$ cat src/rtl/isa_seq_pkg.sv
// Shared types and default timing for the ISA I/O cycle sequencer.
package isa_seq_pkg;

  typedef enum logic [2:0] {
    IDLE,
    SETUP,
    STROBE,
    WAIT,
    HOLD
  } seq_state_e;

  localparam int unsigned DEF_SETUP_CYCLES   = 2;
  localparam int unsigned DEF_STROBE_CYCLES  = 8;
  localparam int unsigned DEF_HOLD_CYCLES    = 2;
  localparam int unsigned DEF_TIMEOUT_CYCLES = 256;
  localparam int unsigned DEF_CNT_W          = 9;

  // Value a floating ISA data bus reads back as; reported on a timed-out read.
  localparam logic [15:0] ISA_FLOAT_DATA = 16'hFFFF;

endpackage

$ cat src/rtl/sync_2ff.sv
// Generic single-bit two-flop synchronizer with a configurable reset level.
module sync_2ff #(
  parameter logic RESET_VAL = 1'b1
) (
  input  logic clk,
  input  logic rst_n,
  input  logic d_i,
  output logic q_o
);

  logic meta_q;
  logic sync_q;

  // NOTE: sequential state uses non-blocking assignments so both flops sample
  // the values from before the edge and the chain really delays by two clocks.
  always_ff @(posedge clk or negedge rst_n) begin
    if (!rst_n) begin
      meta_q <= RESET_VAL;
      sync_q <= RESET_VAL;
    end else begin
      meta_q <= d_i;
      sync_q <= meta_q;
    end
  end

  assign q_o = sync_q;

endmodule

$ cat src/rtl/isa_cycle_sequencer.sv
// Sequences one ISA I/O read or write cycle (setup, strobe, IOCHRDY wait, hold)
// per start pulse and reports read data, done and timeout to the register file.
module isa_cycle_sequencer
  import isa_seq_pkg::*;
#(
  parameter int unsigned SETUP_CYCLES   = DEF_SETUP_CYCLES,
  parameter int unsigned STROBE_CYCLES  = DEF_STROBE_CYCLES,
  parameter int unsigned HOLD_CYCLES    = DEF_HOLD_CYCLES,
  parameter int unsigned TIMEOUT_CYCLES = DEF_TIMEOUT_CYCLES,
  parameter int unsigned CNT_W          = DEF_CNT_W
) (
  input  logic        clk,
  input  logic        reset,
  input  logic        start,
  input  logic        abort,
  input  logic        cmd_write,
  input  logic        cmd_wide,
  input  logic [15:0] cmd_addr,
  input  logic [15:0] cmd_wdata,
  output logic        busy,
  output logic        done,
  output logic        timeout,
  output logic [15:0] rdata,
  output logic [15:0] isa_sa,
  output logic        isa_sbhe_n,
  output logic        isa_ior_n,
  output logic        isa_iow_n,
  output logic [15:0] isa_d_out,
  output logic        isa_d_oe,
  input  logic [15:0] isa_d_in,
  input  logic        isa_iochrdy
);

  localparam logic [CNT_W-1:0] SETUP_LOAD  = CNT_W'(SETUP_CYCLES - 1);
  localparam logic [CNT_W-1:0] STROBE_LOAD = CNT_W'(STROBE_CYCLES - 1);
  localparam logic [CNT_W-1:0] HOLD_LOAD   = CNT_W'(HOLD_CYCLES - 1);
  localparam logic [CNT_W-1:0] WAIT_LAST   = CNT_W'(TIMEOUT_CYCLES - 1);
  localparam logic [CNT_W-1:0] CNT_ZERO    = '0;
  localparam logic [CNT_W-1:0] CNT_ONE     = CNT_W'(1);

  seq_state_e       state_q, state_d;
  logic [CNT_W-1:0] cnt_q, cnt_d;
  logic             write_q, write_d;
  logic             busy_q, busy_d;
  logic             done_q, done_d;
  logic             timeout_q, timeout_d;
  logic [15:0]      rdata_q, rdata_d;
  logic [15:0]      sa_q, sa_d;
  logic             sbhe_n_q, sbhe_n_d;
  logic             ior_n_q, ior_n_d;
  logic             iow_n_q, iow_n_d;
  logic [15:0]      d_out_q, d_out_d;
  logic             d_oe_q, d_oe_d;
  logic             rdy_s;

  sync_2ff #(
    .RESET_VAL (1'b1)
  ) u_rdy_sync (
    .clk   (clk),
    .rst_n (reset),
    .d_i   (isa_iochrdy),
    .q_o   (rdy_s)
  );

  always_ff @(posedge clk or negedge reset) begin
    if (!reset) begin
      state_q   <= IDLE;
      cnt_q     <= '0;
      write_q   <= 1'b0;
      busy_q    <= 1'b0;
      done_q    <= 1'b0;
      timeout_q <= 1'b0;
      rdata_q   <= '0;
      sa_q      <= '0;
      sbhe_n_q  <= 1'b1;
      ior_n_q   <= 1'b1;
      iow_n_q   <= 1'b1;
      d_out_q   <= '0;
      d_oe_q    <= 1'b0;
    end else begin
      state_q   <= state_d;
      cnt_q     <= cnt_d;
      write_q   <= write_d;
      busy_q    <= busy_d;
      done_q    <= done_d;
      timeout_q <= timeout_d;
      rdata_q   <= rdata_d;
      sa_q      <= sa_d;
      sbhe_n_q  <= sbhe_n_d;
      ior_n_q   <= ior_n_d;
      iow_n_q   <= iow_n_d;
      d_out_q   <= d_out_d;
      d_oe_q    <= d_oe_d;
    end
  end

  always_comb begin
    // NOTE: every next-state value gets its hold default first, so no branch
    // below can leave a signal unassigned and infer a latch.
    state_d   = state_q;
    cnt_d     = cnt_q;
    write_d   = write_q;
    busy_d    = busy_q;
    done_d    = 1'b0;
    timeout_d = timeout_q;
    rdata_d   = rdata_q;
    sa_d      = sa_q;
    sbhe_n_d  = sbhe_n_q;
    ior_n_d   = ior_n_q;
    iow_n_d   = iow_n_q;
    d_out_d   = d_out_q;
    d_oe_d    = d_oe_q;

    if (abort && (state_q != IDLE)) begin
      state_d  = IDLE;
      ior_n_d  = 1'b1;
      iow_n_d  = 1'b1;
      d_oe_d   = 1'b0;
      sbhe_n_d = 1'b1;
      busy_d   = 1'b0;
    end else begin
      unique case (state_q)
        IDLE: begin
          // abort in the same cycle suppresses the command.
          if (start && !abort) begin
            sa_d      = cmd_addr;
            d_out_d   = cmd_wdata;
            sbhe_n_d  = ~cmd_wide;
            d_oe_d    = cmd_write;
            write_d   = cmd_write;
            busy_d    = 1'b1;
            timeout_d = 1'b0;
            cnt_d     = SETUP_LOAD;
            state_d   = SETUP;
          end
        end

        SETUP: begin
          if (cnt_q == CNT_ZERO) begin
            iow_n_d = ~write_q;
            ior_n_d = write_q;
            cnt_d   = STROBE_LOAD;
            state_d = STROBE;
          end else begin
            cnt_d = cnt_q - CNT_ONE;
          end
        end

        STROBE: begin
          if (cnt_q != CNT_ZERO) begin
            cnt_d = cnt_q - CNT_ONE;
          end else if (rdy_s) begin
            if (!write_q) rdata_d = isa_d_in;
            ior_n_d = 1'b1;
            iow_n_d = 1'b1;
            cnt_d   = HOLD_LOAD;
            state_d = HOLD;
          end else begin
            cnt_d   = CNT_ZERO;
            state_d = WAIT;
          end
        end

        WAIT: begin
          if (rdy_s) begin
            if (!write_q) rdata_d = isa_d_in;
            ior_n_d = 1'b1;
            iow_n_d = 1'b1;
            cnt_d   = HOLD_LOAD;
            state_d = HOLD;
          end else if (cnt_q == WAIT_LAST) begin
            timeout_d = 1'b1;
            if (!write_q) rdata_d = ISA_FLOAT_DATA;
            ior_n_d = 1'b1;
            iow_n_d = 1'b1;
            cnt_d   = HOLD_LOAD;
            state_d = HOLD;
          end else begin
            cnt_d = cnt_q + CNT_ONE;
          end
        end

        HOLD: begin
          if (cnt_q == CNT_ZERO) begin
            d_oe_d   = 1'b0;
            sbhe_n_d = 1'b1;
            busy_d   = 1'b0;
            done_d   = 1'b1;
            state_d  = IDLE;
          end else begin
            cnt_d = cnt_q - CNT_ONE;
          end
        end

        default: state_d = IDLE;
      endcase
    end
  end

  assign busy       = busy_q;
  assign done       = done_q;
  assign timeout    = timeout_q;
  assign rdata      = rdata_q;
  assign isa_sa     = sa_q;
  assign isa_sbhe_n = sbhe_n_q;
  assign isa_ior_n  = ior_n_q;
  assign isa_iow_n  = iow_n_q;
  assign isa_d_out  = d_out_q;
  assign isa_d_oe   = d_oe_q;

endmodule

$ cat config.mk
export PLATFORM = sky130hd
export DESIGN_NAME = isa_cycle_sequencer
export DESIGN_NICKNAME = d
export VERILOG_FILES = /design/src/rtl/isa_seq_pkg.sv /design/src/rtl/sync_2ff.sv /design/src/rtl/isa_cycle_sequencer.sv
export SDC_FILE = /design/constraint.sdc
export NUM_CORES = 1
export LEC_CHECK = 0
export BUFFER_PORTS_ARGS = -buffer_cell sky130_fd_sc_hd__buf_2
export CAP_MARGIN = 20
export CORE_MARGIN = 3
export CORE_UTILIZATION = 35
export CTS_BUF_LIST = sky130_fd_sc_hd__clkbuf_16
export DETAILED_ROUTE_END_ITERATION = 10
export GPL_TIMING_DRIVEN = 0
export PLACE_DENSITY_LB_ADDON = 0.05
export SYNTH_ARGS = -nofsm -noshare
export SYNTH_HDL_FRONTEND = slang
export SYNTH_SLANG_ARGS = --single-unit
$ cat constraint.sdc
create_clock -name clk -period 1.83 [get_ports clk]
set_input_delay 0.183 -clock clk [delete_from_list [all_inputs] [get_ports clk]]
set_output_delay 0.183 -clock clk [all_outputs]
set_load 0.01 [all_outputs]
==> results.sh, run 1 <==
export IMPL_dieHeight_um=105
export IMPL_fin_cells=658
export IMPL_cts_tree="done"
export IMPL_hold_path_end="isa_d_out[0]"
export IMPL_cts_inserted_buffers=9
export IMPL_regToRegStartpoint="cnt_q[5]"
export IMPL_dpl_cell_area_sq_um=4200
export IMPL_synth_async_reset_ratio=1.00
export IMPL_coreArea_sq_um=9370
export IMPL_grt_antenna_before_repair=0
export IMPL_synthCells=371
export IMPL_ant_nets=0
export IMPL_cpMostUsedCell="buf_6"
export IMPL_areaGrowthSynthToFinish_pct=45.8
export IMPL_worstReg2RegEnd="cnt_q[6]"
export IMPL_drive_gt1_frac=0.427
export IMPL_antenna_cells=0
export IMPL_timing_fmax_ghz=0.497
export IMPL_wl_per_cell_um=15.3
export IMPL_worstMarginPinSlew_ps=529
export IMPL_finalSetupViolations=24
export IMPL_grt_pass1_wl_um=16300
export IMPL_slew_headroom=0.644
export IMPL_cp_end_kind="flip-flop"
export IMPL_final_nets=581
export IMPL_skew_ps=9.99
export IMPL_cp_top_family="compound AO/OA/AOI/OAI gates"
export IMPL_synth_avg_cell_area_sq_um=9.27
export IMPL_crit_chain="buf_6 -> or4_4 -> o21ai_4 -> a21oi_4 -> buf_6 -> a31o_1 -> a22o_1"
export IMPL_holdPathStages=3
export IMPL_r2r_setup_slack_ps=-180
export IMPL_seq_area_frac_synth=0.511
export IMPL_port_buffers=109
export IMPL_hold_violations=0
export IMPL_slew_viol_final=0
export IMPL_rows=35
export IMPL_power_mw=8.94
export IMPL_fin_crit_ps=2010
export IMPL_drtIter0Drc=139
export IMPL_min_delay_start="cmd_wdata[0]"
export IMPL_crit_path_max_fanout=9
export IMPL_n_fill_cell=926
export IMPL_drt_vias_per_instance=4.95
export IMPL_htree_num_levels=3
export IMPL_reg2regPathDepth=7
export IMPL_worstSetupPathType="reg2reg"
export IMPL_cellLeakagePower_nw=2.45
export IMPL_drc=0
export IMPL_critPathBufInv=2
export IMPL_register_area_sq_um=1760
export IMPL_insertion_delay_ps=330
export IMPL_globalplace_congestion=0.837
export IMPL_finalWorstSetupSlack_ps=-184
export IMPL_yosysWarnings=0
export IMPL_cap_violations=0
export IMPL_clockBufferDepth=2
export IMPL_cp_arrival_ps=2230
export IMPL_violations="negative setup slack"
export IMPL_peakVddDrop_uv=692
export IMPL_grt_setup_unrepaired="true"
export IMPL_yosysUniqueCellTypes=63
export IMPL_cp_slowest_cell="or4_4"
export IMPL_clkTransAtPathRegs_ps=60
export IMPL_synth_flop_cell="dfrtp_1"
export IMPL_startpoint_type="flip-flop"
export IMPL_io_pins=110
export IMPL_outcome="finished with violations"
export IMPL_grt_pass1_vias=3188
export IMPL_synthTopCellsByArea="dfrtp_1, nand2_1, o22a_1, dfstp_2, o21ai_0"
export IMPL_synth_common_cells="nand2_1, dfrtp_1, o21ai_0"
export IMPL_synth_top_cell_area_share=0.473
export IMPL_powerDensity_nw_per_um2=1780
export IMPL_syn_area_sq_um=3440
export IMPL_stdcell_area_sq_um=5010
export IMPL_start_util=0.367
export IMPL_syn_nets=428
export IMPL_synth_top_cell_by_area="dfrtp_1"
export IMPL_synth_edf_count=0
export IMPL_yosysMostFrequentCell="nand2_1"
export IMPL_ys_ff_latch=70
export IMPL_crit_cells=7
export IMPL_clock_sinks=70
export IMPL_min_period_over_period=1.10
export IMPL_grt_max_degree=39
export IMPL_multi_input_area_sq_um=1690
export IMPL_hold_class="in2reg"
export IMPL_vias=3260
export IMPL_dieWidth_um=105
export IMPL_crit_required_ps=2050
export IMPL_grt_ovfl_total=0
export IMPL_routed_wl_um=10000
export IMPL_drt_pass1_iter_count=4
export IMPL_grtUsageTotal=0.183
export IMPL_dpl_cell_count=610
export IMPL_slowest_delay_ps=590
export IMPL_clock_root_buffer="clkbuf_16"
export IMPL_hpwlAfterDp_um=6720
export IMPL_dieArea_sq_um=11000
how the worst max path moves through the flow:
stage	endpoint	slack [ps]	startpoint
after detailed placement	rdata[6]	-380	cnt_q[0]
after global placement	rdata[13]	-360	cnt_q[0]
after CTS	cnt_q[6]	-160	cnt_q[1]
after global routing	cnt_q[0]	-270	cnt_q[0]
after floorplan	cnt_q[6]	-140	cnt_q[0]
final	cnt_q[6]	-180	cnt_q[5]
final cells by class:
class / instances / area share
sequential: 70 / 0.351
multi-input combinational: 266 / 0.337
timing repair buffer: 145 / 0.173
clock buffer: 9 / 0.0449
buffer: 22 / 0.0342
tap: 129 / 0.0322
clock inverter: 7 / 0.0195
inverter: 10 / 0.00749
through the flow:
stage,setup slack (ps),utilization,hold WS (ps),setup TNS (ps)
final,-184,0.535,34.7,-2630
after floorplan,-141,-,-113,-510
after CTS,-163,0.523,34.3,-2540
after detailed placement,-376,0.448,164,-18160
after global routing,-268,0.535,37.9,-4870
after global placement,-365,0.446,289,-17690
layout by cell type (no fill, tap or decap), types with 3 or more instances in the layout:
cell | Yosys | routed
a21oi_1 | 14 | 8
a21oi_2 | 0 | 5
a22o_1 | 3 | 3
a22oi_1 | 3 | 3
buf_2 | 8 | 112
buf_4 | 0 | 27
buf_6 | 5 | 13
clkbuf_16 | 0 | 9
clkbuf_2 | 0 | 7
dfrtp_1 | 65 | 63
dfstp_2 | 5 | 5
dlygate4sd3_1 | 0 | 3
inv_1 | 10 | 9
nand2_1 | 113 | 111
nand2b_1 | 5 | 5
nand3_1 | 10 | 9
nor2_1 | 15 | 14
nor3_1 | 7 | 6
o211ai_1 | 3 | 3
o21ai_0 | 19 | 9
o21ai_1 | 1 | 9
o22a_1 | 16 | 16
xnor2_1 | 3 | 3
state kept, by name, indices dropped and copies added (netlist names):
signal,flops
isa_d_out,16
isa_sa,16
rdata,16
cnt_q,9
state_q,3
busy,1
done,1
isa_d_oe,1
isa_ior_n,1
isa_iow_n,1
isa_sbhe_n,1
timeout,1
u_rdy_sync.meta_q,1
u_rdy_sync.q_o,1
write_q,1
routing by layer:
| layer | track usage | share of wire |
|---|---|---|
| met1 | 0.247 | 0.45 |
| met2 | 0.279 | 0.47 |
| met3 | 0.0568 | 0.069 |
| met4 | 0.0600 | 0.014 |
| met5 | 0 | 0 |
power breakdown:
part	switching, mW	internal, mW
sequential	0.394	2.24
clock	0.705	1.20
combinational	2.38	2.03
total	3.47	5.46
logic make-up (layout without fill, tap and decap cells):
logic type	after synthesis	count (layout)	share of synthesized area
flops	70	70	0.511
xor+xnor	3	3	0.00764
mux	2	2	0.00582
buf+inv	35	193	0.0520
fa+ha+maj	2	2	0.00728
compound gates	86	86	0.183
simple gates	173	173	0.233
worst reg2reg max path: cells and delay by family (launching register included):
kind / cells / cell delay, ps
compound gates: 4 / 670
buf+inv: 2 / 290
flops: 1 / 370
simple gates: 1 / 590
what timing repair did:
item                       4_1_cts  5_1_grt
pin swaps                       12       15
resized for setup               46       25
setup endpoints to repair       64       63
hold endpoints to repair        30        0
hold buffers                     3        0
buffers inserted                26        6
Power figures use the tool's default switching activity.
==> inputs of run 2 (changes only) <==
==> constraint.sdc (replaced) <==
create_clock -name clk -period 1.65 [get_ports clk]
set_input_delay 0.165 -clock clk [delete_from_list [all_inputs] [get_ports clk]]
set_output_delay 0.165 -clock clk [all_outputs]
set_load 0.01 [all_outputs]
==> run 2 against run 1 <==
The flow still finishes with violations (negative setup slack). Largest power group unchanged. Die area unchanged. Sequential power up 10%. Worst hold slack better by 2.0 ps. Design area up 8.4%.
==> results.sh, run 2 (synthesis gave the netlist of run 1 again) <==
export IMPL_outcome="finished with violations"
export IMPL_violations="negative setup slack"
export IMPL_hold_class="in2reg"
export IMPL_vias=3373
export IMPL_clock_sinks=70
export IMPL_critPathBufInv=2
export IMPL_peakVddDrop_uv=752
export IMPL_antenna_cells=0
export IMPL_routed_wl_um=10500
export IMPL_grt_max_degree=37
export IMPL_finalWorstSetupSlack_ps=-369
export IMPL_crit_chain="inv_2 -> ha_4 -> or4b_4 -> o21ai_4 -> a21oi_4 -> buf_6 -> a31o_1 -> a22o_1"
export IMPL_crit_path_max_fanout=5
export IMPL_cellLeakagePower_nw=2.63
export IMPL_areaGrowthSynthToFinish_pct=58.0
export IMPL_crit_required_ps=1860
export IMPL_cp_slowest_cell="or4b_4"
export IMPL_port_buffers=109
export IMPL_drt_pass1_iter_count=4
export IMPL_powerDensity_nw_per_um2=1900
export IMPL_startpoint_type="flip-flop"
export IMPL_final_nets=595
export IMPL_coreArea_sq_um=9370
export IMPL_grt_antenna_before_repair=0
export IMPL_final_common_cell="buf_2"
export IMPL_wl_per_cell_um=15.6
export IMPL_grt_pass1_wl_um=16500
export IMPL_htree_num_levels=3
export IMPL_place_ws_ps=-572
export IMPL_cp_end_kind="flip-flop"
export IMPL_cp_top_family="compound AO/OA/AOI/OAI gates"
export IMPL_slew_viol_final=0
export IMPL_slowest_delay_ps=500
export IMPL_min_period_over_period=1.22
export IMPL_clock_root_buffer="clkbuf_16"
export IMPL_power_mw=10.3
export IMPL_grt_pass1_vias=3243
export IMPL_start_util=0.367
export IMPL_hpwlAfterDp_um=6630
export IMPL_dieWidth_um=105
export IMPL_dieHeight_um=105
export IMPL_drt_vias_per_instance=5.02
export IMPL_cts_tree="done"
export IMPL_most_common_layout_cells="buf_2, nand2_1, dfrtp_1, nand2_2, buf_4"
export IMPL_drive_gt1_frac=0.534
export IMPL_drc=0
export IMPL_clkTransAtPathRegs_ps=60
export IMPL_slew_headroom=0.653
export IMPL_rows=35
export IMPL_hold_violations=0
export IMPL_cap_violations=0
export IMPL_globalplace_congestion=0.863
export IMPL_cp_arrival_ps=2230
export IMPL_cts_inserted_buffers=9
export IMPL_ant_nets=0
export IMPL_dieArea_sq_um=11000
export IMPL_grt_ovfl_total=0
export IMPL_insertion_delay_ps=330
export IMPL_grtUsageTotal=0.185
export IMPL_worstSetupPathType="reg2reg"
export IMPL_drtIter0Drc=187
export IMPL_finalSetupViolations=66
export IMPL_clockBufferDepth=2
export IMPL_worstMarginPinSlew_ps=517
export IMPL_grt_setup_unrepaired="true"
export IMPL_fin_crit_ps=2020
export IMPL_timing_fmax_ghz=0.495
export IMPL_skew_ps=4.94
export IMPL_io_pins=110
## run 2: stage by stage
step	TNS, ps	hold slack [ps]	util	std cells	cell area [sq um]
2_1_floorplan	-3530	-131	-	371	3490
3_3_place_gp	-27720	271	0.448	609	4200
3_5_place_dp	-25570	171	0.450	610	4220
4_1_cts	-7700	18.9	0.521	649	4880
5_1_grt	-15270	29.4	0.580	672	5430
6_report	-9480	36.7	0.580	672	5430
## run 2: worst paths after layout
path | end | slack (ps) | start | cells past startpoint
worst max-delay path | cnt_q[6] | -370 | cnt_q[0] | 8
worst min-delay path | isa_sa[5] | 40 | cmd_addr[5] | 3
worst max register to register | cnt_q[6] | -370 | cnt_q[0] | 8
worst min register to register | u_rdy_sync.q_o | 360 | u_rdy_sync.meta_q | 0
max in group asynchronous | isa_sbhe_n | 680 | reset | 3
min in group asynchronous | cnt_q[2] | 340 | reset | 2
## run 2: worst min-delay path: stages
cell     delay, ps
buf_2           80
nand2_2         40
nand2_1         40
## run 2: report_power, final
group          leakage (nW)  switching [mW]  internal [mW]
registers             0.861           0.420           2.48
clock network         0.143           0.773           1.17
logic                  1.62            2.91           2.56
total                  2.63            4.10           6.22
## run 2: metal layers
layer  vias up  GRT usage  part of all wire
met5         -          0                 0
met4         0     0.0581             0.015
met3        12     0.0525             0.078
met2       129      0.279              0.46
met1      1599      0.258              0.45
li1       1633          -                 -
## run 2: cell type report
cell class | instances | area (sq um)
Clock inverter | 7 | 72.6
Multi-Input combinational cell | 266 | 1880
Sequential cell | 70 | 1760
Timing Repair Buffer | 158 | 1070
Fill cell | 852 | 3940
Buffer | 23 | 226
Clock buffer | 9 | 225
Inverter | 10 | 37.5
Tap cell | 129 | 161
## run 2: what timing repair did
| action | CTS | global route |
|---|---|---|
| setup endpoints to repair | 67 | 67 |
| endpoints found under the hold margin | 33 | 0 |
| hold buffers | 3 | 0 |
| buffers inserted | 20 | 18 |
| pin swaps | 15 | 81 |
| gates cloned | 2 | 5 |
| gates resized for setup | 57 | 103 |
==> inputs of run 3 (changes only) <==
--- a/config.mk
+++ b/config.mk
@@ -7,8 +7,11 @@
 export LEC_CHECK = 0
 export BUFFER_PORTS_ARGS = -buffer_cell sky130_fd_sc_hd__buf_2
 export CAP_MARGIN = 20
+export CELL_PAD_IN_SITES_DETAIL_PLACEMENT = 0
+export CELL_PAD_IN_SITES_GLOBAL_PLACEMENT = 1
+export CORE_ASPECT_RATIO = 1.1
 export CORE_MARGIN = 3
-export CORE_UTILIZATION = 35
+export CORE_UTILIZATION = 34
 export CTS_BUF_LIST = sky130_fd_sc_hd__clkbuf_16
 export DETAILED_ROUTE_END_ITERATION = 10
 export GPL_TIMING_DRIVEN = 0
==> constraint.sdc (replaced) <==
create_clock -name clk -period 1.65 [get_ports clk]
set_input_delay 0.0825 -clock clk [delete_from_list [all_inputs] [get_ports clk]]
set_output_delay 0.0825 -clock clk [all_outputs]
set_load 0.01 [all_outputs]
==> run 3 against run 2 <==
The run still ends with negative setup slack left. Utilization increased by 0.68 points. Critical path type unchanged. Combinational power decreased by 3%. Design area increased by 3.5%. Clock power about the same.
==> results.sh, run 3 (synthesis gave the netlist of run 1 again) <==
export IMPL_vias=3472
export IMPL_worstSetupPathType="reg2reg"
export IMPL_grt_ovfl_total=0
export IMPL_rows=37
export IMPL_crit_chain="inv_2 -> ha_4 -> or4b_4 -> o21ai_4 -> a21oi_4 -> buf_6 -> a31o_1 -> a22o_1"
export IMPL_routed_wl_um=10600
export IMPL_grtUsageTotal=0.190
export IMPL_n_fill_cell=845
export IMPL_peakVddDrop_uv=828
export IMPL_io_pins=110
export IMPL_dieWidth_um=102
export IMPL_fin_crit_ps=2010
export IMPL_finalWorstSetupSlack_ps=-358
export IMPL_slew_viol_final=0
export IMPL_power_mw=10.2
export IMPL_place_ws_ps=-559
export IMPL_cts_tree="done"
export IMPL_cellLeakagePower_nw=2.70
export IMPL_grt_pass1_wl_um=17400
export IMPL_cp_slowest_cell="or4b_4"
export IMPL_hpwlAfterDp_um=6820
export IMPL_clockBufferDepth=2
export IMPL_crit_required_ps=1860
export IMPL_htree_num_levels=3
export IMPL_cp_arrival_ps=2220
export IMPL_port_buffers=109
export IMPL_hold_violations=0
export IMPL_globalplace_congestion=0.820
export IMPL_insertion_delay_ps=330
export IMPL_drt_vias_per_instance=4.97
export IMPL_coreArea_sq_um=9580
export IMPL_antenna_cells=0
export IMPL_slowest_delay_ps=500
export IMPL_grt_setup_unrepaired="true"
export IMPL_most_common_layout_cells="buf_2, nand2_1, dfrtp_1, dlygate4sd3_1, buf_4"
export IMPL_cp_end_kind="flip-flop"
export IMPL_clock_root_buffer="clkbuf_16"
export IMPL_grt_antenna_before_repair=0
export IMPL_cp_top_family="compound AO/OA/AOI/OAI gates"
export IMPL_worstMarginPinSlew_ps=464
export IMPL_ant_nets=0
export IMPL_final_common_cell="buf_2"
export IMPL_violations="negative setup slack"
export IMPL_final_nets=633
export IMPL_grt_max_degree=38
export IMPL_outcome="finished with violations"
export IMPL_drtIter0Drc=159
export IMPL_slew_headroom=0.690
export IMPL_dieHeight_um=111
export IMPL_drt_pass1_iter_count=4
export IMPL_min_period_over_period=1.22
export IMPL_crit_path_max_fanout=6
export IMPL_wl_per_cell_um=15.2
export IMPL_start_util=0.359
export IMPL_skew_ps=5.58
export IMPL_drive_gt1_frac=0.408
export IMPL_cts_inserted_buffers=9
export IMPL_clock_sinks=70
export IMPL_grt_pass1_vias=3424
export IMPL_timing_fmax_ghz=0.498
export IMPL_finalSetupViolations=33
export IMPL_hold_class="in2reg"
export IMPL_drc=0
export IMPL_clkTransAtPathRegs_ps=60
export IMPL_powerDensity_nw_per_um2=1810
export IMPL_startpoint_type="flip-flop"
export IMPL_cap_violations=0
export IMPL_critPathBufInv=2
export IMPL_dieArea_sq_um=11400
export IMPL_areaGrowthSynthToFinish_pct=63.5
==> run 3: cell count changes in the layout (fill, tap and decap cells not counted), sizes merged <==
cell	before	now
buf	172	162
clkbuf	15	14
dlygate4sd3	3	52
==> run 3: power breakdown <==
part | switching (mW) | internal, mW | leakage [nW]
logic | 2.75 | 2.54 | 1.69
registers | 0.442 | 2.48 | 0.862
clock network | 0.774 | 1.17 | 0.143
total | 3.96 | 6.19 | 2.70
==> run 3: worst paths after layout <==
path / start / end / slack [ps] / depth (start not counted)
max: cnt_q[0] / cnt_q[6] / -360 / 8
min: start / timeout / 170 / 4
max reg2reg: cnt_q[0] / cnt_q[6] / -360 / 8
min reg2reg: u_rdy_sync.meta_q / u_rdy_sync.q_o / 360 / 0
max in group asynchronous: reset / isa_sbhe_n / 800 / 3
min in group asynchronous: reset / cnt_q[2] / 240 / 2
==> run 3: worst register-to-register path: cells and delay by family, from the launching register on <==
kind	cells	cell delay, ps
AOI/OAI and AO/OA	4	640
and+or+nand+nor	1	500
DFF	1	420
buffers and inverters	2	210
adders and majority gates	1	130
==> run 3: area by class of cell <==
| type | count | area (sq um) | area share |
|---|---|---|---|
| Clock buffer | 9 | 225 | 0.0401 |
| Sequential cell | 70 | 1760 | 0.313 |
| Timing Repair Buffer | 198 | 1450 | 0.258 |
| Multi-Input combinational cell | 266 | 1730 | 0.308 |
| Clock inverter | 7 | 72.6 | 0.0129 |
| Buffer | 21 | 199 | 0.0354 |
| Inverter | 10 | 37.5 | 0.00668 |
| Tap cell | 117 | 146 | 0.0260 |
==> run 3: repair_timing <==
action / 4_1_cts / 5_1_grt
pin swaps: 30 / 21
buffers inserted: 25 / 10
gates resized for setup: 59 / 39
hold endpoints to repair: 81 / 0
hold buffers: 52 / 0
gates cloned: 2 / 0
setup endpoints to repair: 67 / 66
==> run 3: per-layer routing <==
metal	wire length [um]	vias to the layer above	track usage	part of all wire
met2	5120	110	0.304	0.48
met5	0	-	0	0
met4	90	0	0.0437	0.0085
li1	-	1698	-	-
met1	4720	1655	0.256	0.44
met3	689	9	0.0514	0.065
==> run 3: stage by stage <==
stage	setup TNS, ps	instance area [sq um]	hold slack (ps)	utilization	instances
final	-9480	5620	169	0.587	698
after global routing	-11430	5620	205	0.587	698
after CTS	-9150	5450	166	0.568	690
after detailed placement	-25740	4210	70.3	0.439	598
after floorplan	-3530	3490	-213	-	371
after global placement	-25330	4180	189	0.436	597
